## config.mk

```make
export PLATFORM = sky130hd
export DESIGN_NAME = blink_sched
export DESIGN_NICKNAME = d
export VERILOG_FILES = /design/src/rtl/blink_sched.sv
export SDC_FILE = /design/constraint.sdc
export NUM_CORES = 1
export LEC_CHECK = 0
export BUFFER_PORTS_ARGS = -buffer_cell sky130_fd_sc_hd__buf_2
export CORE_MARGIN = 3
export CORE_UTILIZATION = 25
export CTS_BUF_LIST = sky130_fd_sc_hd__clkbuf_8 sky130_fd_sc_hd__clkbuf_16
export DETAILED_ROUTE_END_ITERATION = 8
export PLACE_DENSITY = 0.39
export SKIP_CTS_REPAIR_TIMING = 1
export SLEW_MARGIN = 10
export SYNTH_ARGS = -nofsm -noshare
export SYNTH_HDL_FRONTEND = slang
export SYNTH_SLANG_ARGS = --single-unit
export TNS_END_PERCENT = 10
```

## constraint.sdc

```tcl
create_clock -name clk -period 3.8 [get_ports clk]
set_clock_uncertainty 0.1 [all_clocks]
set_input_delay 0.57 -clock clk [delete_from_list [all_inputs] [get_ports clk]]
set_output_delay 0.57 -clock clk [all_outputs]
set_load 0.005 [all_outputs]
```

## src/rtl/blink_sched.sv

```systemverilog
// blink_sched: round-robin owner of a single blink timing engine shared by
// NCH LED channels. Each enabled channel in turn plays a burst of on/off
// blinks using its latched configuration, then hands the engine onward.
//
//   state  | meaning
//   -------+------------------------------------------------------------
//   S_IDLE | engine parked, waiting for start
//   S_ON   | led[active_ch] driven high for on*PRE cycles
//   S_OFF  | led low for off*PRE cycles, then next blink or handoff
//   S_NEXT | single handoff cycle: pick next channel or return to idle
module blink_sched #(
    parameter int NCH   = 4,
    parameter int PRE   = 16,
    parameter int TBITS = 4,
    parameter int RBITS = 3
) (
    input  logic                   clk,
    input  logic                   rst,
    input  logic                   start,
    input  logic                   stop,
    input  logic [NCH-1:0]         en_mask,
    input  logic                   cfg_we,
    input  logic [$clog2(NCH)-1:0] cfg_ch,
    input  logic [TBITS-1:0]       cfg_on,
    input  logic [TBITS-1:0]       cfg_off,
    input  logic [RBITS-1:0]       cfg_reps,
    output logic [NCH-1:0]         led,
    output logic [$clog2(NCH)-1:0] active_ch,
    output logic                   busy,
    output logic                   flg,
    output logic                   done
);
    localparam int CW = $clog2(NCH);
    localparam int PW = $clog2(PRE);

    typedef enum logic [1:0] {
        S_IDLE = 2'd0,
        S_ON   = 2'd1,
        S_OFF  = 2'd2,
        S_NEXT = 2'd3
    } state_t;

    state_t            state;
    state_t            state_nxt;

    logic [PW-1:0]     pre_cnt;
    logic [TBITS-1:0]  tick_cnt;
    logic [RBITS-1:0]  rep_cnt;
    logic [TBITS-1:0]  w_on;
    logic [TBITS-1:0]  w_off;
    logic [RBITS-1:0]  w_reps;
    logic              stop_pending;

    logic [TBITS-1:0]  cfg_on_r   [NCH];
    logic [TBITS-1:0]  cfg_off_r  [NCH];
    logic [RBITS-1:0]  cfg_reps_r [NCH];

    logic              tick;
    logic              on_last;
    logic              off_last;
    logic              burst_last;
    logic              cfg_hit;
    logic              load_on;
    logic [RBITS-1:0]  rep_inc;
    logic [CW-1:0]     ch_low;
    logic [CW-1:0]     ch_rr;
    logic [CW-1:0]     ch_sel;
    logic [CW-1:0]     ch_nxt;
    logic [CW-1:0]     idx_low;
    logic [CW-1:0]     idx_rr;
    logic [NCH-1:0]    led_nxt;
    logic              busy_nxt;
    logic              flg_nxt;
    logic              done_nxt;

    // The tick counter compares against duration-1 so a phase lasts exactly
    // duration ticks; working copies are never zero, so no underflow.
    assign tick       = (pre_cnt == PW'(PRE - 1));
    assign on_last    = tick && (tick_cnt == w_on - TBITS'(1));
    assign off_last   = tick && (tick_cnt == w_off - TBITS'(1));
    assign rep_inc    = rep_cnt + RBITS'(1);
    assign burst_last = (rep_inc == w_reps);
    assign cfg_hit    = cfg_we && (int'(cfg_ch) < NCH);

    // Lowest enabled channel, used when leaving idle.
    always_comb begin
        ch_low  = '0;
        idx_low = '0;
        for (int i = NCH - 1; i >= 0; i--) begin
            idx_low = CW'(i);
            if (en_mask[idx_low]) ch_low = idx_low;
        end
    end

    // Next enabled channel strictly after the current one, wrapping back to
    // the current channel itself when it is the only one enabled.
    always_comb begin
        ch_rr  = active_ch;
        idx_rr = '0;
        for (int i = NCH; i >= 1; i--) begin
            idx_rr = CW'((int'(active_ch) + i) % NCH);
            if (en_mask[idx_rr]) ch_rr = idx_rr;
        end
    end

    // State register.
    always_ff @(posedge clk) begin
        if (rst) state <= S_IDLE;
        else     state <= state_nxt;
    end

    // Next-state logic.
    always_comb begin
        state_nxt = state;
        case (state)
            S_IDLE: if (start && !stop && (en_mask != '0)) state_nxt = S_ON;
            S_ON:   if (on_last) state_nxt = S_OFF;
            S_OFF:  if (off_last) state_nxt = burst_last ? S_NEXT : S_ON;
            S_NEXT: state_nxt = (stop_pending || (en_mask == '0)) ? S_IDLE : S_ON;
            default: state_nxt = S_IDLE;
        endcase
    end

    // Next output values; every output is registered from these.
    always_comb begin
        load_on  = ((state == S_IDLE) || (state == S_NEXT)) && (state_nxt == S_ON);
        ch_sel   = (state == S_IDLE) ? ch_low : ch_rr;
        ch_nxt   = load_on ? ch_sel : active_ch;
        led_nxt  = (state_nxt == S_ON) ? (NCH'(1) << ch_nxt) : '0;
        busy_nxt = (state_nxt != S_IDLE);
        flg_nxt  = (state_nxt == S_NEXT);
        done_nxt = (state == S_NEXT) && (state_nxt == S_IDLE);
    end

    // Output registers.
    always_ff @(posedge clk) begin
        if (rst) begin
            led       <= '0;
            active_ch <= '0;
            busy      <= 1'b0;
            flg       <= 1'b0;
            done      <= 1'b0;
        end else begin
            led       <= led_nxt;
            active_ch <= ch_nxt;
            busy      <= busy_nxt;
            flg       <= flg_nxt;
            done      <= done_nxt;
        end
    end

    // Timing engine, burst bookkeeping, stop request and channel configs.
    // A config write landing on the same edge as a burst start is not seen
    // by that burst: the working copy takes the pre-write value.
    always_ff @(posedge clk) begin
        if (rst) begin
            pre_cnt      <= '0;
            tick_cnt     <= '0;
            rep_cnt      <= '0;
            w_on         <= TBITS'(1);
            w_off        <= TBITS'(1);
            w_reps       <= RBITS'(1);
            stop_pending <= 1'b0;
            for (int i = 0; i < NCH; i++) begin
                cfg_on_r[i]   <= TBITS'(1);
                cfg_off_r[i]  <= TBITS'(1);
                cfg_reps_r[i] <= RBITS'(1);
            end
        end else begin
            if (cfg_hit) begin
                cfg_on_r[cfg_ch]   <= cfg_on;
                cfg_off_r[cfg_ch]  <= cfg_off;
                cfg_reps_r[cfg_ch] <= cfg_reps;
            end

            if (done_nxt)
                stop_pending <= 1'b0;
            else if (stop && (state != S_IDLE))
                stop_pending <= 1'b1;

            if ((state_nxt != state) || (state == S_IDLE) || (state == S_NEXT)) begin
                pre_cnt  <= '0;
                tick_cnt <= '0;
            end else begin
                pre_cnt <= tick ? '0 : pre_cnt + PW'(1);
                if (tick) tick_cnt <= tick_cnt + TBITS'(1);
            end

            if (load_on) begin
                w_on    <= (cfg_on_r[ch_sel]   == '0) ? TBITS'(1) : cfg_on_r[ch_sel];
                w_off   <= (cfg_off_r[ch_sel]  == '0) ? TBITS'(1) : cfg_off_r[ch_sel];
                w_reps  <= (cfg_reps_r[ch_sel] == '0) ? RBITS'(1) : cfg_reps_r[ch_sel];
                rep_cnt <= '0;
            end else if ((state == S_OFF) && (state_nxt == S_ON)) begin
                rep_cnt <= rep_inc;
            end
        end
    end

endmodule

```

Yosys cells after proc, flatten, opt, wreduce, memory -nomap -nowiden --
Memory sizes are Yosys's and may differ from the RTL's. Index checks and enable logic that the tools add are counted.
Operators by class: shift-type cells 1, eq/ne operators 10, reduce and logical (&&, ||, !) cells 30, add/subtract/negate cells 9, bitwise gates (word level) 1, order comparisons 4, multiplexer cells 41
Operators by type and width (count):
- $mux W2 | 17
- $mux W4 | 4
- $mux W1 | 13
- $logic_not A4 Y1 | 3
- $lt A2 B3 Y1 const B | 4
- $add A4 B1 Y4 const B | 2
- $bmux W1 S2 | 4
- $eq A4 B4 Y1 | 2
- $logic_and A1 B1 Y1 | 8
- $pmux W2 S4 | 1
- $reduce_or A2 Y1 | 4
- $reduce_or A4 Y1 | 2
- $sub A4 B1 Y4 const B | 2
- $eq A2 B2 Y1 const B | 3
- $mux W3 | 2
- $reduce_or A3 Y1 | 2
- $add A2 B1 Y2 const B | 2
- $add A2 B2 Y2 const B | 2
- $eq A2 B1 Y1 const B | 2
- $eq A4 B4 Y1 const B | 1
- $logic_not A2 Y1 | 2
- $logic_or A1 B1 Y1 | 4
- $reduce_bool A2 Y1 | 2
- $reduce_bool A4 Y1 | 1
- other kinds (7) | 7
Word-level totals: logic and storage cells 112, memories 3, register bits after elaboration 34, bits in writable memories 44, output and inout port bits 9
Memory list:
- cfg_off_r | words 4, width 4, rd ports 1, clocked after Yosys merged registers in 0, wr ports 4, RTL line 55 | logic [TBITS-1:0] cfg_off_r [NCH];
- cfg_on_r | words 4, width 4, rd ports 1, clocked after Yosys merged registers in 0, wr ports 4, RTL line 54 | logic [TBITS-1:0] cfg_on_r [NCH];
- cfg_reps_r | words 4, width 3, rd ports 1, clocked after Yosys merged registers in 0, wr ports 4, RTL line 56 | logic [RBITS-1:0] cfg_reps_r [NCH];

Logic depth before layout (Yosys ltp) --
Gate-level depths: netlist (run 1). An unclocked memory read counts as a cell.
depth in word-level cells 11, gate-level depth with buffers 11, depth with buffers taken out 9

Worst setup path before layout (run 1) --
OpenSTA, ideal clock, no wires.
kind reg2reg, start point register state[0], end point register w_on[0], setup time 74 ps, path slack 1015 ps, stages on the path, launching flop included 12, arrival 2611 ps, cell sequence dfxtp_1 -> inv_1 -> ha_1 -> buf_1 -> a21oi_1 -> o22ai_1 -> mux2i_2 -> buf_4 -> mux2i_1 -> mux2i_1 -> or3_1 -> a31oi_1
Between the ends: longest elaborated chain between the ends 5, elaborated cells on any way between the ends 15, classes of those cells eq/ne (4); mux (6); reduce/logical (4); memory (1)
Ends and longest elaborated chain:
- start: declaration | RTL line 43 | state_t state;
- start signal: assignment | RTL line 109 | else state <= state_nxt;
- $logic_not A2 Y1 | RTL line 115, 126, 127
- $mux W2 | RTL line 127 | ch_sel = (state == S_IDLE) ? ch_low : ch_rr;
- $mem_v2 Z4 W4
- $logic_not A4 Y1 | RTL line 190 | w_on <= (cfg_on_r[ch_sel] == '0) ? TBITS'(1) : cfg_on_r[ch_sel];
- $mux W4 | RTL line 190
- end signal: assignment | RTL line 190
- end: declaration | RTL line 49 | logic [TBITS-1:0] w_on;
Parallel ways exist; a longest one is shown, timed or not. A chain may end at the register's enable or synchronous reset.

Final worst setup path (run 1) --
start point register state[0], end point register w_reps[0]
Between the ends: longest elaborated chain between the ends 5, elaborated cells on any way between the ends 15, classes of those cells eq/ne (4); mux (6); reduce/logical (4); memory (1)
Ends and longest elaborated chain:
- $logic_not A2 Y1 | RTL line 115, 126, 127
- $mux W2 | RTL line 127
- $mem_v2 Z4 W3
- $logic_not A3 Y1 | RTL line 192 | w_reps <= (cfg_reps_r[ch_sel] == '0) ? RBITS'(1) : cfg_reps_r[ch_sel];
- $mux W3 | RTL line 192
- end signal: assignment | RTL line 192
- end: declaration | RTL line 51 | logic [RBITS-1:0] w_reps;
Parallel ways exist; a longest one is shown, timed or not.

==> results of run 1 <==
[layout by cell type, fill, tap and decap left out, types with 3 or more instances in the layout]
master                       n
sky130_fd_sc_hd__or2_2       3
sky130_fd_sc_hd__nand2b_1   13
sky130_fd_sc_hd__nor4_1      3
sky130_fd_sc_hd__nor3_1     10
sky130_fd_sc_hd__xor2_1      6
sky130_fd_sc_hd__xnor2_1    10
sky130_fd_sc_hd__dfxtp_1    34
sky130_fd_sc_hd__buf_2      30
sky130_fd_sc_hd__edfxtp_1   44
sky130_fd_sc_hd__inv_1      15
sky130_fd_sc_hd__nand4_1     3
sky130_fd_sc_hd__ha_1        9
sky130_fd_sc_hd__mux2i_1    41
sky130_fd_sc_hd__nand3_1     5
sky130_fd_sc_hd__nor2b_1     3
sky130_fd_sc_hd__nor2_1     25
sky130_fd_sc_hd__and3_1      4
sky130_fd_sc_hd__and3b_1     3
sky130_fd_sc_hd__nand2_1    11
sky130_fd_sc_hd__buf_4       6
sky130_fd_sc_hd__a31oi_1     4
sky130_fd_sc_hd__and2_1     32
sky130_fd_sc_hd__a21oi_1    10
sky130_fd_sc_hd__clkbuf_16   9
[metal layers]
layer	global-route usage	vias to the layer above	part of all wire	wire, um
met5	0	-	0	0
met4	0.0327	0	0.014	122
met3	0.0387	12	0.043	379
met2	0.168	47	0.46	4050
met1	0.142	1231	0.48	4250
li1	-	1293	-	-
[cells in the mapped netlist, types with 2 or more instances]
library cell	n
sky130_fd_sc_hd__and3b_1	3
sky130_fd_sc_hd__ha_1	9
sky130_fd_sc_hd__nor4_4	2
sky130_fd_sc_hd__nor3_1	10
sky130_fd_sc_hd__nor4_1	3
sky130_fd_sc_hd__a21oi_1	10
sky130_fd_sc_hd__nand2b_1	13
sky130_fd_sc_hd__or2_2	3
sky130_fd_sc_hd__a31o_1	2
sky130_fd_sc_hd__xor2_1	6
sky130_fd_sc_hd__and3_1	4
sky130_fd_sc_hd__xnor2_2	2
sky130_fd_sc_hd__nand3_2	2
sky130_fd_sc_hd__nand3_1	5
sky130_fd_sc_hd__a41o_1	2
sky130_fd_sc_hd__a31oi_1	4
sky130_fd_sc_hd__nor2_1	25
sky130_fd_sc_hd__edfxtp_1	44
sky130_fd_sc_hd__xor3_1	2
sky130_fd_sc_hd__mux2i_1	41
sky130_fd_sc_hd__xnor2_1	10
sky130_fd_sc_hd__dfxtp_1	34
sky130_fd_sc_hd__and2_1	32
sky130_fd_sc_hd__nor3b_1	2
sky130_fd_sc_hd__buf_2	5
sky130_fd_sc_hd__nand4_1	3
sky130_fd_sc_hd__inv_1	12
sky130_fd_sc_hd__clkbuf_1	8
sky130_fd_sc_hd__nand2_1	11
sky130_fd_sc_hd__buf_4	2
sky130_fd_sc_hd__nor2b_1	3
sky130_fd_sc_hd__o31ai_1	2
sky130_fd_sc_hd__or3_1	2
[layout make-up]
| class | instances | share of cell area |
|---|---|---|
| clock buffer | 9 | 0.0491 |
| clock inverter | 7 | 0.00791 |
| inverter | 13 | 0.0106 |
| multi-input combinational | 236 | 0.396 |
| sequential | 78 | 0.436 |
| tap | 211 | 0.0575 |
| timing repair buffer | 36 | 0.0425 |
[power groups by stage]
stage | logic, uW | registers, uW | clock network [uW]
after floorplan | 396 | 1020 | 0
after global placement | 498 | 1040 | 0
after detailed placement | 504 | 1040 | 0
after CTS | 507 | 1020 | 801
after global routing | 551 | 1030 | 837
final | 496 | 1020 | 774
[through the flow]
| stage | cell area [um^2] | std cells |
|---|---|---|
| after detailed placement | 4330 | 574 |
| after global placement | 4330 | 574 |
| final | 4590 | 590 |
| after floorplan | 3950 | 344 |
| after CTS | 4590 | 590 |
| after global routing | 4590 | 590 |
[worst min path at each step]
stage                            from  slack, ns  cells past startpoint                to
final                      pre_cnt[0]       0.39                      1        pre_cnt[0]
after global routing      cfg_reps[0]       0.42                      2  cfg_reps_r[3][0]
after CTS                  pre_cnt[0]       0.40                      1        pre_cnt[0]
after detailed placement   pre_cnt[0]       0.39                      1        pre_cnt[0]
after global placement     pre_cnt[0]       0.39                      1        pre_cnt[0]
after floorplan            pre_cnt[0]       0.36                      1        pre_cnt[0]
[cell families after synthesis]
logic type,after synthesis,share of synthesized area
simple gates,127,0.187
buf+inv,30,0.0339
flops,78,0.507
xor+xnor,20,0.0558
fa+ha+maj,9,0.0285
mux,43,0.110
compound gates,37,0.0768
[state kept, by name, indices dropped and copies added, names as in the netlist, 2 cells and up]
name / count
w_on: 4
w_reps: 3
active_ch: 2
led: 4
w_off: 4
state: 2
pre_cnt: 4
tick_cnt: 4
cfg_on_r: 16
cfg_reps_r: 12
rep_cnt: 3
cfg_off_r: 16
==> qor.tcl, run 1 <==
set qor(status) {finished, final reports clean}
set qor(power.share.combinational) 0.216
set qor(worstPathCellList) {inv_1 -> ha_1 -> nand2b_1 -> mux2i_4 -> buf_4 -> mux2i_1 -> mux2i_1 -> o2111ai_1 -> o31a_1}
set qor(drt-pass1-iter-count) 4
set qor(floorplan.io_pins) 31
set qor(final_core_util) 0.300
set qor(timing.final.max_slew_violations) 0
set qor(r2r-start) {state[0]}
set qor(detail_route.wl_per_cell_um) 14.9
set qor(placement.setup.worst_slack_ns) 0.596
set qor(power.leakage_uw) 0.00176
set qor(timing.critical_path.to_type) {register}
set qor(vdd.ir_drop.worst_uv) 224
set qor(timing.critical_path.max_delay_family) {multiplexers}
set qor(final-seq-area_um2) 2000
set qor(clkLatencyLatePin_ns) 0.34
set qor(ys_dominant_reg_cell) {sky130_fd_sc_hd__edfxtp_1}
set qor(n_antenna_cell) 0
set qor(via_count) 2583
set qor(r2r_end) {w_reps[0]}
set qor(fp.coreArea_um2) 15300
set qor(global_route.usage.total) 0.108
set qor(footprint_of_the_multi_input_gates_um2) 1820
set qor(syn-num-nets) 375
set qor(initial_util) 0.258
set qor(yosys.cell_types.count) 59
set qor(fin_hold_ws_ns) 0.392
set qor(grt.overflow.total) 0
set qor(power_per_cell_area_nw_per_um2) 499
set qor(layout-drive-gt1-share) 0.177
set qor(critPathLaunchType) {register}
set qor(antenna_found_initial) 0
set qor(final_weighted_congestion_in_routability_driven_placement) 0.751
set qor(totalNegativeSetupSlack_ns) 0
set qor(period_minus_slack_ns) 3.16
set qor(clock-root-buffer) {sky130_fd_sc_hd__clkbuf_16}
set qor(htree_num_levels) 3
set qor(fmaxAchievable_ghz) 0.316
set qor(post_synth_inst_count) 344
set qor(switching_share) 0.293
set qor(synth_sequential_area_ratio) 0.507
set qor(internal-power_uw) 1620
set qor(final.period_utilization) 0.832
set qor(clock_tree.buffer_depth) 2
set qor(drv_cap) 0
set qor(synthesis.area_per_instance_um2) 11.5
set qor(worstSetupStartpoint) {state[0]}
set qor(rows) 45
set qor(grt_start_max_net_pins) 31
set qor(final_net_count) 405
set qor(relSlewSlack) 0.454
set qor(synth-edff-count) 44
set qor(worst_path_largest_cell_delay_ns) 0.71
set qor(cp-endpoint) {w_reps[0]}
set qor(synth_largest_area_cell) {sky130_fd_sc_hd__edfxtp_1}
set qor(number_of_endpoints_with_negative_hold_slack_in_the_final_report) 0
set qor(sum_of_internal_switching_and_leakage_power_uw) 2290
set qor(power_frac_seq) 0.446
set qor(yosys_register_bits) 78
set qor(final_critical_path_setup_slack_ns) 0.640
set qor(crit_slowest_cell) {sky130_fd_sc_hd__mux2i_4}
set qor(combined_area_of_all_synthesized_cells_um2) 3950
set qor(hpwlAfterDp_mm) 6.12
set qor(fp.dieW_um) 132
set qor(ff2ff_setup_slack_ns) 0.64
set qor(worstHoldPathType) {reg2reg}
set qor(worstPathRequired_ns) 3.99
set qor(yosys-top-cells-area) {sky130_fd_sc_hd__edfxtp_1, sky130_fd_sc_hd__dfxtp_1, sky130_fd_sc_hd__mux2i_1, sky130_fd_sc_hd__and2_1, sky130_fd_sc_hd__ha_1}
set qor(worst_r2r_path_depth) 9
set qor(tritoncts) {yes}
set qor(final.fill_count) 1625
set qor(yosys.area.top_type_share) 0.335
set qor(power.switching_uw) 672
set qor(drt_drc_violations_left) 0
set qor(worst-endpoint-arrival_ns) 3.35
set qor(setup.worst_path.class) {reg2reg}
set qor(drt.antenna.violating_nets) 0
set qor(synth_warnings) 0
set qor(clock_power_share) 0.338
set qor(syn2layout_area_growth_pct) 16.3
set qor(worst_max_slew_pin_slew_ns) 0.802
set qor(grt_pass1_vias) 2621
set qor(worst_path_most_repeated_cell) {sky130_fd_sc_hd__mux2i_1}
set qor(critical_path_buf_inv_count) 2
set qor(drt_wl_total_mm) 8.80
set qor(die-height_um) 132
set qor(cts.clk_slew.worst_paths_ns) 0.06
set qor(critical_path.max_fanout) 15
set qor(final-setup-viol-count) 0
set qor(routed_via_density) 4.38
set qor(first_iter_violations) 176
set qor(numCtsBuffers) 9
set qor(grt_first_pass_wirelength_mm) 14.6
set qor(asyncSetResetFlopFracSynth) 0
set qor(rsz0062_at_grt) {no}
set qor(port_buffers) 30
set qor(cts.sinks) 78
set qor(worstSetupPathDepth) 9
set qor(die_outline_area_um2) 17300
Power figures use the tool's default switching activity.
==> inputs of run 2 (changes only) <==
--- a/config.mk
+++ b/config.mk
@@ -10,7 +10,7 @@
 export CORE_UTILIZATION = 25
 export CTS_BUF_LIST = sky130_fd_sc_hd__clkbuf_8 sky130_fd_sc_hd__clkbuf_16
 export DETAILED_ROUTE_END_ITERATION = 8
-export PLACE_DENSITY = 0.39
+export PLACE_DENSITY = 0.4
 export SKIP_CTS_REPAIR_TIMING = 1
 export SLEW_MARGIN = 10
 export SYNTH_ARGS = -nofsm -noshare
==> constraint.sdc (replaced) <==
create_clock -name clk -period 2.9 [get_ports clk]
set_clock_uncertainty 0.1 [all_clocks]
set_input_delay 0.435 -clock clk [delete_from_list [all_inputs] [get_ports clk]]
set_output_delay 0.435 -clock clk [all_outputs]
set_load 0.005 [all_outputs]
==> run 2 against run 1 <==
Maximum frequency increased by 18%. Clock power increased by 58%. Combinational power increased by 53%. First-iteration DRC count decreased by 45%. Final cell count increased by 2.9%. Via count increased by 2.6%. Count of clock-buffer cells in the layout unchanged. Worst hold slack got worse by 0.089 ns. Register-to-register slack got worse by 0.41 ns. Sequential share of layout area decreased by 2.1 points.
==> qor.tcl, run 2 (synthesis results as in run 1) <==
set qor(status) {finished, final reports clean}
set qor(global_route.usage.total) 0.108
set qor(timing.critical_path.to_type) {register}
set qor(worstPathRequired_ns) 3.03
set qor(final_weighted_congestion_in_routability_driven_placement) 0.762
set qor(via_count) 2649
set qor(worst-endpoint-arrival_ns) 2.80
set qor(routed_via_density) 4.36
set qor(die_outline_area_um2) 17300
set qor(hpwlAfterDp_mm) 6.17
set qor(grt.overflow.total) 0
set qor(antenna_found_initial) 0
set qor(rsz0062_at_grt) {no}
set qor(die-height_um) 132
set qor(cts.sinks) 78
set qor(grt_first_pass_wirelength_mm) 14.7
set qor(largestRegisters) {cfg_off_r (16), cfg_on_r (16), cfg_reps_r (12)}
set qor(n_antenna_cell) 0
set qor(drv_cap) 0
set qor(tritoncts) {yes}
set qor(floorplan.io_pins) 31
set qor(setup.worst_path.class) {reg2reg}
set qor(fp.dieW_um) 132
set qor(stdcell_count) 607
set qor(fmaxAchievable_ghz) 0.375
set qor(met3WireLength_um) 408
set qor(layout_common_cells) {sky130_fd_sc_hd__edfxtp_1, sky130_fd_sc_hd__mux2i_1, sky130_fd_sc_hd__dfxtp_1, sky130_fd_sc_hd__and2_1, sky130_fd_sc_hd__buf_2}
set qor(rows) 45
set qor(final.fill_count) 1609
set qor(htree_num_levels) 3
set qor(critical_path.max_fanout) 5
set qor(drt_drc_violations_left) 0
set qor(vdd.ir_drop.worst_uv) 279
set qor(top_signal_layer_used) {met4}
set qor(numCtsBuffers) 9
set qor(relSlewSlack) 0.594
set qor(wl_met1_mm) 4.09
set qor(r2r-start) {pre_cnt[0]}
set qor(final.period_utilization) 0.920
set qor(clkLatencyLatePin_ns) 0.33
set qor(final_net_count) 422
set qor(clock_tree.buffer_depth) 2
set qor(clock-root-buffer) {sky130_fd_sc_hd__clkbuf_16}
set qor(first_iter_violations) 96
set qor(syn2layout_area_growth_pct) 22.3
set qor(period_minus_slack_ns) 2.67
set qor(timing.final.max_slew_violations) 0
set qor(placedCellCount) 591
set qor(totalNegativeSetupSlack_ns) 0
set qor(drt_wl_total_mm) 8.79
set qor(detail_route.wl_per_cell_um) 14.5
set qor(layout-drive-gt1-share) 0.222
set qor(fp.coreArea_um2) 15300
set qor(worst_max_slew_pin_slew_ns) 0.607
set qor(number_of_endpoints_with_negative_hold_slack_in_the_final_report) 0
set qor(initial_util) 0.258
set qor(drt-pass1-iter-count) 4
set qor(met2WireLength_mm) 4.16
set qor(worstSetupStartpoint) {pre_cnt[0]}
set qor(grt_pass1_vias) 2772
set qor(worstHoldPathType) {in2reg}
set qor(final-setup-viol-count) 0
set qor(power.leakage_uw) 0.00187
set qor(power_per_cell_area_nw_per_um2) 685
set qor(drt.antenna.violating_nets) 0
set qor(timing.hold.worst.start) {cfg_reps[0]}
set qor(port_buffers) 30
set qor(mostFrequentLayoutCell) {sky130_fd_sc_hd__edfxtp_1}
set qor(grt_start_max_net_pins) 30
set qor(cts.clk_slew.worst_paths_ns) 0.06
set qor(critPathLaunchType) {register}
[run 2: cell types whose count changed in the layout (fill, tap and decap cells not counted)]
cell / delta
sky130_fd_sc_hd__buf_4: +14
sky130_fd_sc_hd__buf_12: +3
sky130_fd_sc_hd__inv_1: -3
sky130_fd_sc_hd__bufinv_16: +2
sky130_fd_sc_hd__clkinv_2: -2
sky130_fd_sc_hd__inv_6: +2
sky130_fd_sc_hd__a311oi_1: -1
sky130_fd_sc_hd__a311oi_2: +1
sky130_fd_sc_hd__clkinv_1: +1
sky130_fd_sc_hd__mux2i_1: -1
sky130_fd_sc_hd__mux2i_2: +1
[run 2: area by class of cell]
type | count | area [um^2] | share of cell area
Clock inverter | 7 | 96.3 | 0.0200
Sequential cell | 78 | 2000 | 0.415
Timing Repair Buffer | 53 | 360 | 0.0747
Clock buffer | 9 | 225 | 0.0467
Inverter | 13 | 48.8 | 0.0101
Multi-Input combinational cell | 236 | 1830 | 0.379
Tap cell | 211 | 264 | 0.0547
[run 2: final timing paths]
check	to	slack, ns	cells past startpoint
worst max-delay path	led[3]	0.23	9
worst min-delay path	cfg_reps_r[1][0]	0.30	2
worst max register to register	led[3]	0.23	9
worst min register to register	pre_cnt[0]	0.41	1
[run 2: metal layers]
layer	up-vias	track usage
met5	-	0
met4	0	0.0344
met3	11	0.0295
met2	49	0.181
met1	1265	0.134
li1	1324	-
[run 2: worst max-delay path, stage by stage (launching register included)]
cell and delay [ns]:
sky130_fd_sc_hd__dfxtp_1 0.38, sky130_fd_sc_hd__ha_1 0.25, sky130_fd_sc_hd__nand3_1 0.22, sky130_fd_sc_hd__nor3_1 0.30
sky130_fd_sc_hd__nand3_1 0.17, sky130_fd_sc_hd__a311oi_2 0.41, sky130_fd_sc_hd__nor4_4 0.08, sky130_fd_sc_hd__buf_4 0.18
sky130_fd_sc_hd__nand3b_1 0.18, sky130_fd_sc_hd__a2111oi_2 0.30
[run 2: through the flow]
| step | total power, uW | utilization | worst slack [ns] | hold slack, ns | area [um^2] |
|---|---|---|---|---|---|
| 4_1_cts | 3350 | 0.314 | 0.147 | 0.293 | 4810 |
| 2_1_floorplan | 1860 | - | 0.115 | 0.357 | 3950 |
| 3_5_place_dp | 2120 | 0.293 | 0.133 | 0.394 | 4490 |
| 6_report | 3300 | 0.315 | 0.231 | 0.304 | 4820 |
| 3_3_place_gp | 2120 | 0.293 | 0.170 | 0.371 | 4490 |
| 5_1_grt | 3490 | 0.315 | 0.00158 | 0.301 | 4820 |
[run 2: power by group]
part / internal [uW] / switching [uW] / total [uW]
Clock: 757 / 463 / 1220
Combinational: 364 / 395 / 759
Sequential: 1270 / 56.3 / 1330
